`src/rtl/mem_op_sequencer_pkg.sv`:
```
// Shared types and default sizes for the memory-to-memory command engine.
//   op_t    : command opcodes as carried on cmd_op
//   state_t : engine FSM states
//   DATA_W_DFLT / ADDR_W_DFLT : default word / address widths (16 x 8 memory)
package mem_op_pkg;

  localparam int DATA_W_DFLT = 8;
  localparam int ADDR_W_DFLT = 4;

  typedef enum logic [1:0] {
    OP_ADD = 2'd0,
    OP_SUB = 2'd1,
    OP_SUM = 2'd2,
    OP_MOV = 2'd3
  } op_t;

  typedef enum logic [1:0] {
    S_IDLE  = 2'd0,
    S_EXEC  = 2'd1,
    S_ACCUM = 2'd2,
    S_WRITE = 2'd3
  } state_t;

endpackage

```
`src/rtl/mem_op_sequencer_alu.sv`:
```
// Combinational ALU used by the sequencer for both single-shot ops and the
// per-element accumulation of SUMRANGE.
//   op    : opcode (OP_SUM behaves as an add)
//   a, b  : operands
//   res   : low DATA_W bits of the result
//   carry : carry out for adds, borrow (a < b) for subtracts, 0 for moves
module mem_op_alu
  import mem_op_pkg::*;
#(
  parameter int DATA_W = DATA_W_DFLT
) (
  input  op_t               op,
  input  logic [DATA_W-1:0] a,
  input  logic [DATA_W-1:0] b,
  output logic [DATA_W-1:0] res,
  output logic              carry
);

  // One extra bit holds the carry, or the borrow in two's complement for SUB
  logic [DATA_W:0] sum_s;

  // Operation select; the top bit of the wide result is the carry/borrow flag
  always_comb begin
    sum_s = '0;
    case (op)
      OP_ADD, OP_SUM: sum_s = {1'b0, a} + {1'b0, b};
      OP_SUB:         sum_s = {1'b0, a} - {1'b0, b};
      OP_MOV:         sum_s = {1'b0, a};
      default:        sum_s = '0;
    endcase
    res   = sum_s[DATA_W-1:0];
    carry = sum_s[DATA_W];
  end

endmodule

```
`src/rtl/mem_op_sequencer.sv`:
```
// Command-driven execution engine in front of a 16x8 two-read/one-write memory.
// Accepts one ADD/SUB/MOV/SUMRANGE command per handshake, reads operands through
// the combinational read ports, and writes the 8-bit result to cmd_dst.
//   clk, reset          : clock, asynchronous active-low reset
//   cmd_valid/cmd_ready : command handshake (ready only while idle)
//   cmd_op/a/b/dst      : opcode, operand/range addresses, destination
//   rAddr/rData         : read port 1 (operand A / range pointer)
//   rAddr2/rData2       : read port 2 (operand B)
//   we/wAddr/wData      : memory write port, active only in WRITE
//   done/result/ovf     : completion pulse, last written value and its overflow
module mem_op_sequencer
  import mem_op_pkg::*;
#(
  parameter int DATA_W = DATA_W_DFLT,
  parameter int ADDR_W = ADDR_W_DFLT
) (
  input  logic              clk,
  input  logic              reset,
  input  logic              cmd_valid,
  output logic              cmd_ready,
  input  logic [1:0]        cmd_op,
  input  logic [ADDR_W-1:0] cmd_a,
  input  logic [ADDR_W-1:0] cmd_b,
  input  logic [ADDR_W-1:0] cmd_dst,
  output logic [ADDR_W-1:0] rAddr,
  output logic [ADDR_W-1:0] rAddr2,
  input  logic [DATA_W-1:0] rData,
  input  logic [DATA_W-1:0] rData2,
  output logic              we,
  output logic [ADDR_W-1:0] wAddr,
  output logic [DATA_W-1:0] wData,
  output logic              done,
  output logic [DATA_W-1:0] result,
  output logic              ovf
);

  state_t              state_r;
  state_t              state_nxt_s;
  logic                accept_s;
  op_t                 op_r;
  logic [ADDR_W-1:0]   dst_r;
  logic [ADDR_W-1:0]   ptr_r;      // doubles as read port 1 address
  logic [ADDR_W-1:0]   addr_b_r;
  logic [ADDR_W-1:0]   cnt_r;      // elements remaining after the current one
  logic [DATA_W-1:0]   acc_r;
  logic                sticky_r;   // OR of all carries seen so far in SUMRANGE
  logic                ready_r;
  logic                we_r;
  logic [ADDR_W-1:0]   waddr_r;
  logic [DATA_W-1:0]   wdata_r;
  logic                done_r;
  logic [DATA_W-1:0]   result_r;
  logic                ovf_r;

  op_t                 alu_op_s;
  logic [DATA_W-1:0]   alu_a_s;
  logic [DATA_W-1:0]   alu_b_s;
  logic [DATA_W-1:0]   alu_res_s;
  logic                alu_carry_s;

  assign cmd_ready = ready_r;
  assign rAddr     = ptr_r;
  assign rAddr2    = addr_b_r;
  assign we        = we_r;
  assign wAddr     = waddr_r;
  assign wData     = wdata_r;
  assign done      = done_r;
  assign result    = result_r;
  assign ovf       = ovf_r;

  mem_op_alu #(.DATA_W(DATA_W)) u_alu (
    .op    (alu_op_s),
    .a     (alu_a_s),
    .b     (alu_b_s),
    .res   (alu_res_s),
    .carry (alu_carry_s)
  );

  // FSM state register
  always_ff @(posedge clk or negedge reset) begin
    if (!reset) begin
      state_r <= S_IDLE;
    end else begin
      state_r <= state_nxt_s;
    end
  end

  // Next-state decode and handshake acceptance
  always_comb begin
    state_nxt_s = state_r;
    accept_s    = 1'b0;
    case (state_r)
      S_IDLE: begin
        if (cmd_valid) begin
          accept_s = 1'b1;
          if (cmd_op == OP_SUM) begin
            state_nxt_s = S_ACCUM;
          end else begin
            state_nxt_s = S_EXEC;
          end
        end else begin
          state_nxt_s = S_IDLE;
        end
      end
      S_EXEC:  state_nxt_s = S_WRITE;
      S_ACCUM: begin
        if (cnt_r == '0) begin
          state_nxt_s = S_WRITE;
        end else begin
          state_nxt_s = S_ACCUM;
        end
      end
      S_WRITE: state_nxt_s = S_IDLE;
      default: state_nxt_s = S_IDLE;
    endcase
  end

  // ALU operand select: accumulator + current element during SUMRANGE
  always_comb begin
    if (state_r == S_ACCUM) begin
      alu_op_s = OP_ADD;
      alu_a_s  = acc_r;
      alu_b_s  = rData;
    end else begin
      alu_op_s = op_r;
      alu_a_s  = rData;
      alu_b_s  = rData2;
    end
  end

  // Datapath: operand latching, accumulation and registered write-port outputs.
  // Write outputs are loaded on the edge entering WRITE so they are valid
  // throughout the WRITE cycle and the memory captures them at its end.
  always_ff @(posedge clk or negedge reset) begin
    if (!reset) begin
      op_r     <= OP_ADD;
      dst_r    <= '0;
      ptr_r    <= '0;
      addr_b_r <= '0;
      cnt_r    <= '0;
      acc_r    <= '0;
      sticky_r <= 1'b0;
      ready_r  <= 1'b1;
      we_r     <= 1'b0;
      waddr_r  <= '0;
      wdata_r  <= '0;
      done_r   <= 1'b0;
      result_r <= '0;
      ovf_r    <= 1'b0;
    end else begin
      ready_r <= (state_nxt_s == S_IDLE);
      we_r    <= 1'b0;
      done_r  <= 1'b0;
      wdata_r <= '0;
      case (state_r)
        S_IDLE: begin
          if (accept_s) begin
            op_r     <= op_t'(cmd_op);
            dst_r    <= cmd_dst;
            ptr_r    <= cmd_a;
            addr_b_r <= cmd_b;
            cnt_r    <= cmd_b - cmd_a;  // wraps mod 16, giving 1..16 elements
            acc_r    <= '0;
            sticky_r <= 1'b0;
          end
        end
        S_EXEC: begin
          we_r     <= 1'b1;
          done_r   <= 1'b1;
          waddr_r  <= dst_r;
          wdata_r  <= alu_res_s;
          result_r <= alu_res_s;
          ovf_r    <= alu_carry_s;
        end
        S_ACCUM: begin
          acc_r    <= alu_res_s;
          sticky_r <= sticky_r | alu_carry_s;
          if (cnt_r == '0) begin
            we_r     <= 1'b1;
            done_r   <= 1'b1;
            waddr_r  <= dst_r;
            wdata_r  <= alu_res_s;
            result_r <= alu_res_s;
            ovf_r    <= sticky_r | alu_carry_s;
          end else begin
            ptr_r <= ptr_r + ADDR_W'(1);
            cnt_r <= cnt_r - ADDR_W'(1);
          end
        end
        S_WRITE: begin
          we_r <= 1'b0;
        end
        default: begin
          we_r <= 1'b0;
        end
      endcase
    end
  end

endmodule
```
`config.mk`:
```
export PLATFORM = sky130hd
export DESIGN_NAME = mem_op_sequencer
export DESIGN_NICKNAME = d
export VERILOG_FILES = /design/src/rtl/mem_op_sequencer_pkg.sv /design/src/rtl/mem_op_sequencer_alu.sv /design/src/rtl/mem_op_sequencer.sv
export SDC_FILE = /design/constraint.sdc
export NUM_CORES = 1
export LEC_CHECK = 0
export BUFFER_PORTS_ARGS = -buffer_cell sky130_fd_sc_hd__buf_4
export CAP_MARGIN = 25
export CORE_ASPECT_RATIO = 1.75
export CORE_MARGIN = 3
export CORE_UTILIZATION = 23
export DETAILED_ROUTE_END_ITERATION = 16
export GPL_TIMING_DRIVEN = 0
export PLACE_DENSITY_LB_ADDON = 0.1
export SYNTH_ARGS = -nofsm -noshare
export SYNTH_HDL_FRONTEND = slang
export SYNTH_SLANG_ARGS = --single-unit
```
`constraint.sdc`:
```
create_clock -name clk -period 7.7 [get_ports clk]
set_input_delay 1.155 -clock clk [delete_from_list [all_inputs] [get_ports clk]]
set_output_delay 1.155 -clock clk [all_outputs]
set_load 0.03 [all_outputs]
```
Word-level counts from Yosys, hierarchy flattened
Index checks and enable logic that the tools add are counted.
{ "totals": {"regBits": 52, "inputBits": 33, "output_inout_bits": 32, "elab_cells": 71} }
{ "op_classes": {"add_sub_neg": 5, "n_eq_ne": 10, "muxes": 30, "bitwise_logic": 1, "n_reduce_logical": 11} }
{ "op_table": {"columns": ["op", "count"], "rows": [
  ["one-hot mux 8 bit (2 select lines)", 3],
  ["2-to-1 mux 8 bit", 5],
  ["one-hot mux 9 bit (3 select lines)", 1],
  ["one-hot mux 4 bit (2 select lines)", 3],
  ["2-to-1 mux 4 bit", 5],
  ["equality test 2 bit (second input constant)", 5],
  ["adder 8 x 8 -> 9 bit", 1],
  ["subtractor 8 x 8 -> 9 bit", 1],
  ["one-hot mux 2 bit (4 select lines)", 1],
  ["logical NOT 2 bit", 3],
  ["2-to-1 mux 1 bit", 6],
  ["2-to-1 mux 2 bit", 3],
  ["one-hot mux 1 bit (2 select lines)", 3],
  ["AND reduction 2 bit", 3],
  ["adder 4 x 1 -> 4 bit (second input constant)", 1],
  ["equality test 2 x 1 -> 1 bit (second input constant)", 2],
  ["logical NOT 4 bit", 1],
  ["inequality test 2 bit (second input constant)", 2],
  ["nonzero test 2 bit", 2],
  ["subtractor 4 x 1 -> 4 bit (second input constant)", 1],
  ["subtractor 4 bit", 1],
  ["AND reduction 3 bit", 1],
  ["inequality test 2 x 1 -> 1 bit (second input constant)", 1],
  ["OR reduction 2 bit", 1],
  ["bitwise OR 1 bit", 1]
]} }

Depth between registers and ports, before layout
Gate-level depths: netlist of the first run.
{ "logic_depth": {"depth_word": 8, "ltp_mapped": 15, "depth_no_buf": 13} }

By module
A second synthesis of the first run with hierarchy kept.
{ "unflattened": {"hier_cells": 278, "hier_area_um2": 3081.7} }
{ "modules_own_cells": {"columns": ["mod", "instances", "cells_each", "area_per_inst_um2", "seq_area_each_um2"], "rows": [
  ["mem_op_sequencer", 1, 196, 2487.4, 1302.5],
  ["mem_op_alu", 1, 82, 594.3, 0.0]
]} }

Least setup slack after synthesis of the first run
OpenSTA, ideal clock, no wires.
{ "synth_timing": {"path_type": "input to register", "from": "in rData[0]", "to": "reg result_r[7] (netlist: result[7])", "setup_time_ps": 126, "arrival_time_ps": 3375, "required_time_ps": 7574, "setup_slack_ps": 4199, "path_stages": 11, "n_path_buf": 1, "path_cell_list": "nor4b_1 > o211ai_1 > nand2_1 > xnor2_1 > ha_1 > buf_6 > and2_4 > a221o_1 > or3_1 > a31oi_1 > o21ai_1"} }
{ "synth_between": {"elab_chain_len": 5, "elab_cells_between_ends": 7, "classes_between": "add/sub: 2; mux: 5"} }
{ "synth_lines": {"columns": ["item", "line", "text"], "rows": [
  ["from (decl)", "mem_op_sequencer.sv:27", "input logic [DATA_W-1:0] rData,"],
  ["2-to-1 mux 8 bit", "mem_op_sequencer.sv:120", "if (state_r == S_ACCUM) begin"],
  ["subtractor 8 x 8 -> 9 bit / adder 8 x 8 -> 9 bit (equally long branches)", "mem_op_sequencer_alu.sv:27, mem_op_sequencer_alu.sv:26", null],
  ["one-hot mux 9 bit (3 select lines) *", "mem_op_sequencer_alu.sv:25", "case (op)"],
  ["2-to-1 mux 8 bit", "mem_op_sequencer.sv:178", "if (cnt_r == '0) begin"],
  ["one-hot mux 8 bit (2 select lines) *", "mem_op_sequencer.sv:155", "case (state_r)"],
  ["to (signal assigned)", "mem_op_sequencer.sv:172", "result_r <= alu_res_s;"],
  ["to (signal assigned)", "mem_op_sequencer.sv:183", "result_r <= alu_res_s;"],
  ["to (decl)", "mem_op_sequencer.sv:52", "logic [DATA_W-1:0] result_r;"]
]} }
Mark *: on every way between the ends. The rest lies on a longest branch, timed or not. The select of a mux whose other input is x is not followed.
A chain may end at the register's enable or synchronous reset.

Worst setup path after layout of the first run
Ends and elaborated chain as after synthesis.

==> results of run 1 <==
worst paths after layout:
check | start | to | slack, ns | cells after the start
worst max register to register | state_r[0]$_DFF_PN0_ | result[7]$_DFFE_PN0P_ | 3.81 | 15
worst min-delay path | acc_r[1]$_DFFE_PN0P_ | acc_r[1]$_DFFE_PN0P_ | 0.48 | 2
worst min register to register | acc_r[1]$_DFFE_PN0P_ | acc_r[1]$_DFFE_PN0P_ | 0.48 | 2
min in group asynchronous | reset | dst_r[3]$_DFFE_PN0P_ | 0.91 | 1
worst max-delay path | rData[0] | result[7]$_DFFE_PN0P_ | 3.64 | 12
max in group asynchronous | reset | wData[6]$_DFF_PN0_ | 6.32 | 1
stage by stage:
stage,hold slack [ns],power [mW]
4_1_cts,0.485,1.97
3_5_place_dp,0.468,1.73
6_report,0.477,1.93
2_1_floorplan,0.444,1.32
3_3_place_gp,0.459,1.73
5_1_grt,0.517,2.10
metal layers:
| layer | share of wire | track usage |
|---|---|---|
| met5 | 0 | 0 |
| met4 | 0.025 | 0.0420 |
| met3 | 0.046 | 0.0191 |
| met2 | 0.56 | 0.240 |
| met1 | 0.37 | 0.137 |
layout make-up:
cell class / count / area share
Tap cell: 174 / 0.0543
Multi-Input combinational cell: 234 / 0.421
Buffer: 16 / 0.0247
Clock inverter: 3 / 0.00562
Inverter: 19 / 0.0178
Clock buffer: 5 / 0.0312
Timing Repair Buffer: 64 / 0.120
Sequential cell: 52 / 0.325
power by group through the flow:
stage / Sequential, mW / Combinational [mW] / Clock (mW)
after detailed placement: 0.473 / 1.26 / 0
after global placement: 0.471 / 1.25 / 0
after global routing: 0.483 / 1.37 / 0.250
after CTS: 0.468 / 1.26 / 0.241
after floorplan: 0.604 / 0.720 / 0
final: 0.465 / 1.24 / 0.230
registers in the layout, indices dropped and copies added (netlist names):
register / flops
result: 8
cmd_ready: 1
state_r: 2
cnt_r: 4
op_r: 2
sticky_r: 1
wData: 8
done: 1
dst_r: 4
wAddr: 4
rAddr2: 4
rAddr: 4
acc_r: 8
ovf: 1
worst max-delay path: stages:
cell and delay, ns:
buf_4 0.13, nor4b_1 0.58, o211ai_1 0.31, nand2_1 0.15, xnor2_1 0.17, ha_1 0.29, buf_6 0.14, and2_4 0.13
a221o_1 0.30, or3_1 0.34, a31oi_1 0.39, o21ai_1 0.13
layout by cell type, fill, tap and decap left out, types with 3 or more instances in the layout:
cell type,netlist,final
nor3_1,5,5
xor2_1,5,5
and3_1,3,3
a21oi_1,14,14
nand3_1,7,7
nor2_1,25,25
o21ai_0,24,24
a211oi_1,3,3
clkbuf_1,4,4
dfrtp_1,51,51
o211ai_1,3,3
and2_1,3,3
nor2b_1,5,5
buf_2,7,7
mux2i_1,15,15
nand2b_1,3,3
nor4_1,3,3
nor3b_1,3,3
buf_4,2,66
buf_6,3,3
ha_1,16,16
xnor2_1,8,8
mux2_2,22,22
o21ai_1,3,3
clkbuf_16,0,5
inv_1,18,18
or3_1,4,4
nand2_1,25,25
cells by family (layout without fill, tap and decap cells):
kind of cell / Yosys count / in the layout / share of synthesized area
muxes: 37 / 37 / 0.126
DFF: 52 / 52 / 0.412
buffers and inverters: 35 / 107 / 0.0538
xor gates and xnor gates: 13 / 13 / 0.0360
and+or+nand+nor: 94 / 94 / 0.149
adders and majority gates: 18 / 18 / 0.0760
AOI/OAI and AO/OA: 72 / 72 / 0.148
==> run summary, run 1 <==
• **static leakage power** 1.85 nW
• **quantity of I/O buffers inserted on ports** 64
• **crit path max fanout** 9
• **required time of the critical path** 7.87 ns
• **global-route wire length before repair** 14.6 mm
• **Worst-Margin Slew** 0.687 ns
• **WL/cell** 16.3 um
• **number of different library cells in the post-synthesis netlist** 56
• **die height** 161 um
• **clk_skew** 0.00745 ns
• **total CTS buffers** 5
• **CTS Hold Buffers Added** 0
• **clock edge transition at the registers on the reported setup and hold paths** 0.07 ns
• **area of the core region** 0.0135 mm2
• **type of element launching the critical path** input port
• **share of power burned in registers** 0.241
• **outcome** complete, no violations
• **share of the cycle needed by the critical path after routing** 0.528
• **share of flip-flops with an asynchronous set or reset after synthesis** 1.00
• **effective utilization at floorplan** 0.235
• **CP Class** input port to register
• **cell type contributing the most total cell area after synthesis** dfrtp_1
• **vias after detailed routing** 2563
• **H-tree lvl count** 2
• **Area after DPL** 0.00386 mm2
• **detail-routed via count per cell** 4.52
• **Switching Power** 0.918 mW
• **number of failing hold endpoints at the final stage** 0
• **total count of max-transition violations in the final report** 0
• **fraction of the yosys area taken by sequential cells** 0.412
• **storage element area** 0.00130 mm2
• **maximum number of pins on one net before global-route repair** 53
• **gpl congestion** 0.771
• **arrival time of the worst setup path** 4.23 ns
• **First DRT Iteration DRCs** 91
• **top-area cell type share of the netlist area** 0.404
• **vias in the first global route** 2667
• **horizontal die dimension** 94.6 um
• **part of the power in the clock network** 0.119
• **Max Freq** 246 MHz
• **clk sink count** 52
• **most repeated cell in the gate-level netlist after synthesis** dfrtp_1
• **net count of the mapped netlist** 372
• **antenna violations before repair** 0
• **PD cells** 482 mW/mm2
• **setup repair after global routing missed its margin** no
• **kind of capture point of the worst setup path** register
• **portion of total power attributed to combinational logic** 0.640
• **top flip-flop cell by instance count after synthesis** dfrtp_1
• **total negative setup slack** 0 ns
• **cell-internal power** 1.01 mW
• **switching fraction of total power** 0.475
• **Post-CTS Setup Inserts** 0
• **Ports** 65
• **wirelength, routed** 9.27 mm
• **number of enable-type register cells in the synthesized netlist** 0
• **combined global-route utilization of all metal layers** 0.126
• **cells taking the most area after synthesis** dfrtp_1 40%, mux2_2 7.8%, ha_1 6.3%
• **footprint of the multi-input gates** 0.00169 mm2
• **shortest period the worst path allows** 4.06 ns
• **share of the core filled with cells in the final layout** 0.298
• **count of maximum capacitance violations** 0
• **Congestion Overflow GR** 0
• **mean instance size in the synthesized netlist** 9.85 um2
• **CTS tree** done
• **Min-Delay Path Class** register to register
• **Final setup violation count** 0
• **Gate Count Post-Synth** 321
• **root buf cell** clkbuf_16
• **number of standard cells in the final layout excluding fillers** 567
• **count of yosys warnings during synthesis** 0
• **count of placed standard cells including taps** 559
• **clock insertion delay at the later pin of the skew report** 0.30 ns
• **number of inserted diodes** 0
• **Fillers** 1453
• **tightest slew margin relative to the limit** 0.529
• **synth cell count leaders** 51 x dfrtp_1, 25 x nand2_1, 25 x nor2_1
• **final non-filler cell area** 0.00401 mm2
• **total standard cell area after synthesis** 0.00316 mm2
• **DP Wirelength** 7.15 mm
• **clk buf depth** 2
• **post-detailed-route DRC marker count** 0
• **remaining antenna violation count** 0
• **Placement Rows** 56
• **full die area** 0.0152 mm2
• **# resized after CTS** 0
• **proportion of layout cells with a drive suffix above 1** 0.288
• **minimum setup slack in the final design** 3.64 ns
• **Max IR drop VDD** 0.000123 V
• **Nets** 443
• **synth-to-layout area growth** 26.8%
• **worst-case setup slack after placement** 3.31 ns
• **1st-pass router iterations** 6
• **post-synthesis sequential element count** 52
Power figures use the tool's default switching activity.
==> run 2: changes to the inputs <==
Clock period 7.7 ns to 3.5 ns, I/O delays scaled along.
==> run summary, run 2 (synthesis results as in run 1) <==
• **minimum hold slack** 0.282 ns, was 0.477 ns
• **wirelength, routed** 9.40 mm, was 9.27 mm
• **portion of total power attributed to combinational logic** 0.660, was 0.640
• **detail-routed via count per cell** 4.52, about the same
• **root buf cell** clkbuf_16, unchanged
• **sequence of cells on the critical path** inv_1 -> ha_1 -> buf_6 -> nor4_2 -> o211ai_1 -> nand2_1 -> xnor2_1 -> ha_1 -> buf_6 -> and2_4 -> a221o_1 -> or3_4 -> a31oi_4 -> o21ai_1, was buf_4 -> nor4b_1 -> o211ai_1 -> nand2_1 -> xnor2_1 -> ha_1 -> buf_6 -> and2_4 -> a221o_1 -> or3_1 -> a31oi_1 -> o21ai_1
• **full die area** 0.0152 mm2, unchanged
• **part of the power in the clock network** 0.112, was 0.119
• **outcome** complete, no violations, unchanged
• **Placement Rows** 56, unchanged
• **die height** 161 um, unchanged
• **required time of the critical path** 3.68 ns, was 7.87 ns
• **crit path max-delay cell type** nor4_2, was nor4b_1
• **vias after detailed routing** 2585, was 2563
• **clk buf depth** 2, unchanged
• **arrival time of the worst setup path** 3.51 ns, was 4.23 ns
• **WL/cell** 16.4 um, was 16.3 um
• **1st-pass router iterations** 4, was 6
• **clock edge transition at the registers on the reported setup and hold paths** 0.07 ns, about the same
• **switching fraction of total power** 0.473, was 0.475
• **type of element launching the critical path** register, was input port
• **leading cell types in the layout, fill and taps excluded** 73 x buf_4, 51 x dfrtp_1, 25 x nand2_1, was 66 x buf_4, 51 x dfrtp_1, 25 x nor2_1, 25 x nand2_1, 24 x o21ai_0
• **number of inserted diodes** 0, unchanged
• **H-tree lvl count** 2, unchanged
• **cell-internal power** 2.37 mW, was 1.01 mW
• **Max Freq** 300 MHz
• **post-detailed-route DRC marker count** 0, unchanged
• **area of the core region** 0.0135 mm2, unchanged
• **Max IR drop VDD** 0.000277 V, was 0.000123 V
• **setup repair after global routing missed its margin** no, unchanged
• **number of failing hold endpoints at the final stage** 0, unchanged
• **Area after DPL** 0.00386 mm2, unchanged
• **quantity of I/O buffers inserted on ports** 64, unchanged
• **highest cell delay on the worst timing path** 0.42 ns, was 0.58 ns
• **First DRT Iteration DRCs** 45, was 91
• **CTS Hold Buffers Added** 0, unchanged
• **total CTS buffers** 5, unchanged
• **combined global-route utilization of all metal layers** 0.126, about the same
• **synth-to-layout area growth** 32.0%, was 26.8%
• **count of placed standard cells including taps** 559, unchanged
• **most common cell after layout, fill and taps aside** buf_4, unchanged
• **Final setup violation count** 0, unchanged
• **share of the cycle needed by the critical path after routing** 0.953
• **Ports** 65, unchanged
• **global-route wire length before repair** 14.6 mm, about the same
• **total count of max-transition violations in the final report** 0, unchanged
• **number of standard cells in the final layout excluding fillers** 572, was 567
• **PD cells** 1080 mW/mm2, was 482 mW/mm2
• **total negative setup slack** 0 ns, unchanged
• **share of power burned in registers** 0.228, was 0.241
• **remaining antenna violation count** 0, unchanged
• **count of maximum capacitance violations** 0, unchanged
• **effective utilization at floorplan** 0.235, unchanged
• **static leakage power** 1.90 nW, was 1.85 nW
• **maximum number of pins on one net before global-route repair** 53, unchanged
• **gpl congestion** 0.771, unchanged
• **CTS tree** done, unchanged
• **clock insertion delay at the later pin of the skew report** 0.30 ns, about the same
• **crit path max fanout** 9, unchanged
• **Worst-Margin Slew** 0.707 ns, was 0.687 ns
• **horizontal die dimension** 94.6 um, unchanged
• **Min-Delay Path Class** input port to async pin, was register to register
• **final non-filler cell area** 0.00417 mm2, was 0.00401 mm2
• **clk sink count** 52, unchanged
• **shortest period the worst path allows** 3.33 ns
• **vias in the first global route** 2704, was 2667
• **Congestion Overflow GR** 0, unchanged
• **clk_skew** 0.00661 ns, was 0.00745 ns
• **CP Class** register to register, was input port to register
• **kind of capture point of the worst setup path** register, unchanged
• **DP Wirelength** 7.15 mm, unchanged
• **proportion of layout cells with a drive suffix above 1** 0.337, was 0.288
• **Nets** 448, was 443
• **antenna violations before repair** 0, unchanged
• **tightest slew margin relative to the limit** 0.515, was 0.529
• **Switching Power** 2.13 mW, was 0.918 mW
run 2: changes by cell type in the layout (fill, tap and decap cells not counted), sizes merged:
| cell | delta |
|---|---|
| buf | +5 |
run 2: repair_timing:
item,in CTS,in global routing
endpoints found under the hold margin,0,0
pin swaps,0,3
gates resized for setup,18,10
endpoints found under the setup margin,16,15
setup buffers,2,3
run 2: area by class of cell:
cell class / count / area (um2)
plain buffers: 16 / 119
clock buffers: 5 / 125
clock inverters: 3 / 22.5
fillers: 1438 / 9280
inverters: 19 / 72.6
multi-input cells: 234 / 1800
flip-flops and latches: 52 / 1300
well taps: 174 / 218
repair buffers: 69 / 518
run 2: worst max-delay path, delay by kind of cell, from the launching register on:
family | cells | cell delay, ns
adders and majority gates | 2 | 0.49
AOI/OAI and AO/OA | 4 | 0.83
DFF | 1 | 0.35
and+or+nand+nor | 4 | 1.03
buffers and inverters | 3 | 0.35
xor gates and xnor gates | 1 | 0.17
run 2: power groups by stage:
stage	sequential (mW)	clock [mW]	combinational [mW]
after floorplan	1.33	0	1.58
after global placement	1.04	0	2.76
after detailed placement	1.04	0	2.77
after CTS	1.03	0.531	2.90
after global routing	1.06	0.550	3.25
final	1.02	0.505	2.97
run 2: final timing paths:
check	from	slack, ns	cells past startpoint	end
worst max-delay path	state_r[0]$_DFF_PN0_	0.17	14	result[7]$_DFFE_PN0P_
worst min-delay path	reset	0.28	1	dst_r[3]$_DFFE_PN0P_
worst max register to register	state_r[0]$_DFF_PN0_	0.17	14	result[7]$_DFFE_PN0P_
worst min register to register	acc_r[1]$_DFFE_PN0P_	0.48	2	acc_r[1]$_DFFE_PN0P_
max in group asynchronous	reset	2.74	1	wData[6]$_DFF_PN0_
min in group clk	cmd_dst[2]	0.46	2	dst_r[2]$_DFFE_PN0P_
run 2: per-stage QoR:
| stage | worst slack, ns | total power [mW] | util |
|---|---|---|---|
| 3_3_place_gp | -0.490 | 3.80 | 0.287 |
| 2_1_floorplan | 0.457 | 2.91 | - |
| 5_1_grt | 0.0131 | 4.86 | 0.310 |
| 3_5_place_dp | -0.508 | 3.81 | 0.287 |
| 6_report | 0.165 | 4.50 | 0.310 |
| 4_1_cts | 0.000711 | 4.46 | 0.306 |
run 2: per-layer routing:
layer | vias to the layer above | track usage | routed length (um)
met2 | 61 | 0.238 | 5070
met4 | 0 | 0.0526 | 412
met3 | 20 | 0.0186 | 374
li1 | 1288 | - | -
met1 | 1216 | 0.136 | 3540
met5 | - | 0 | 0
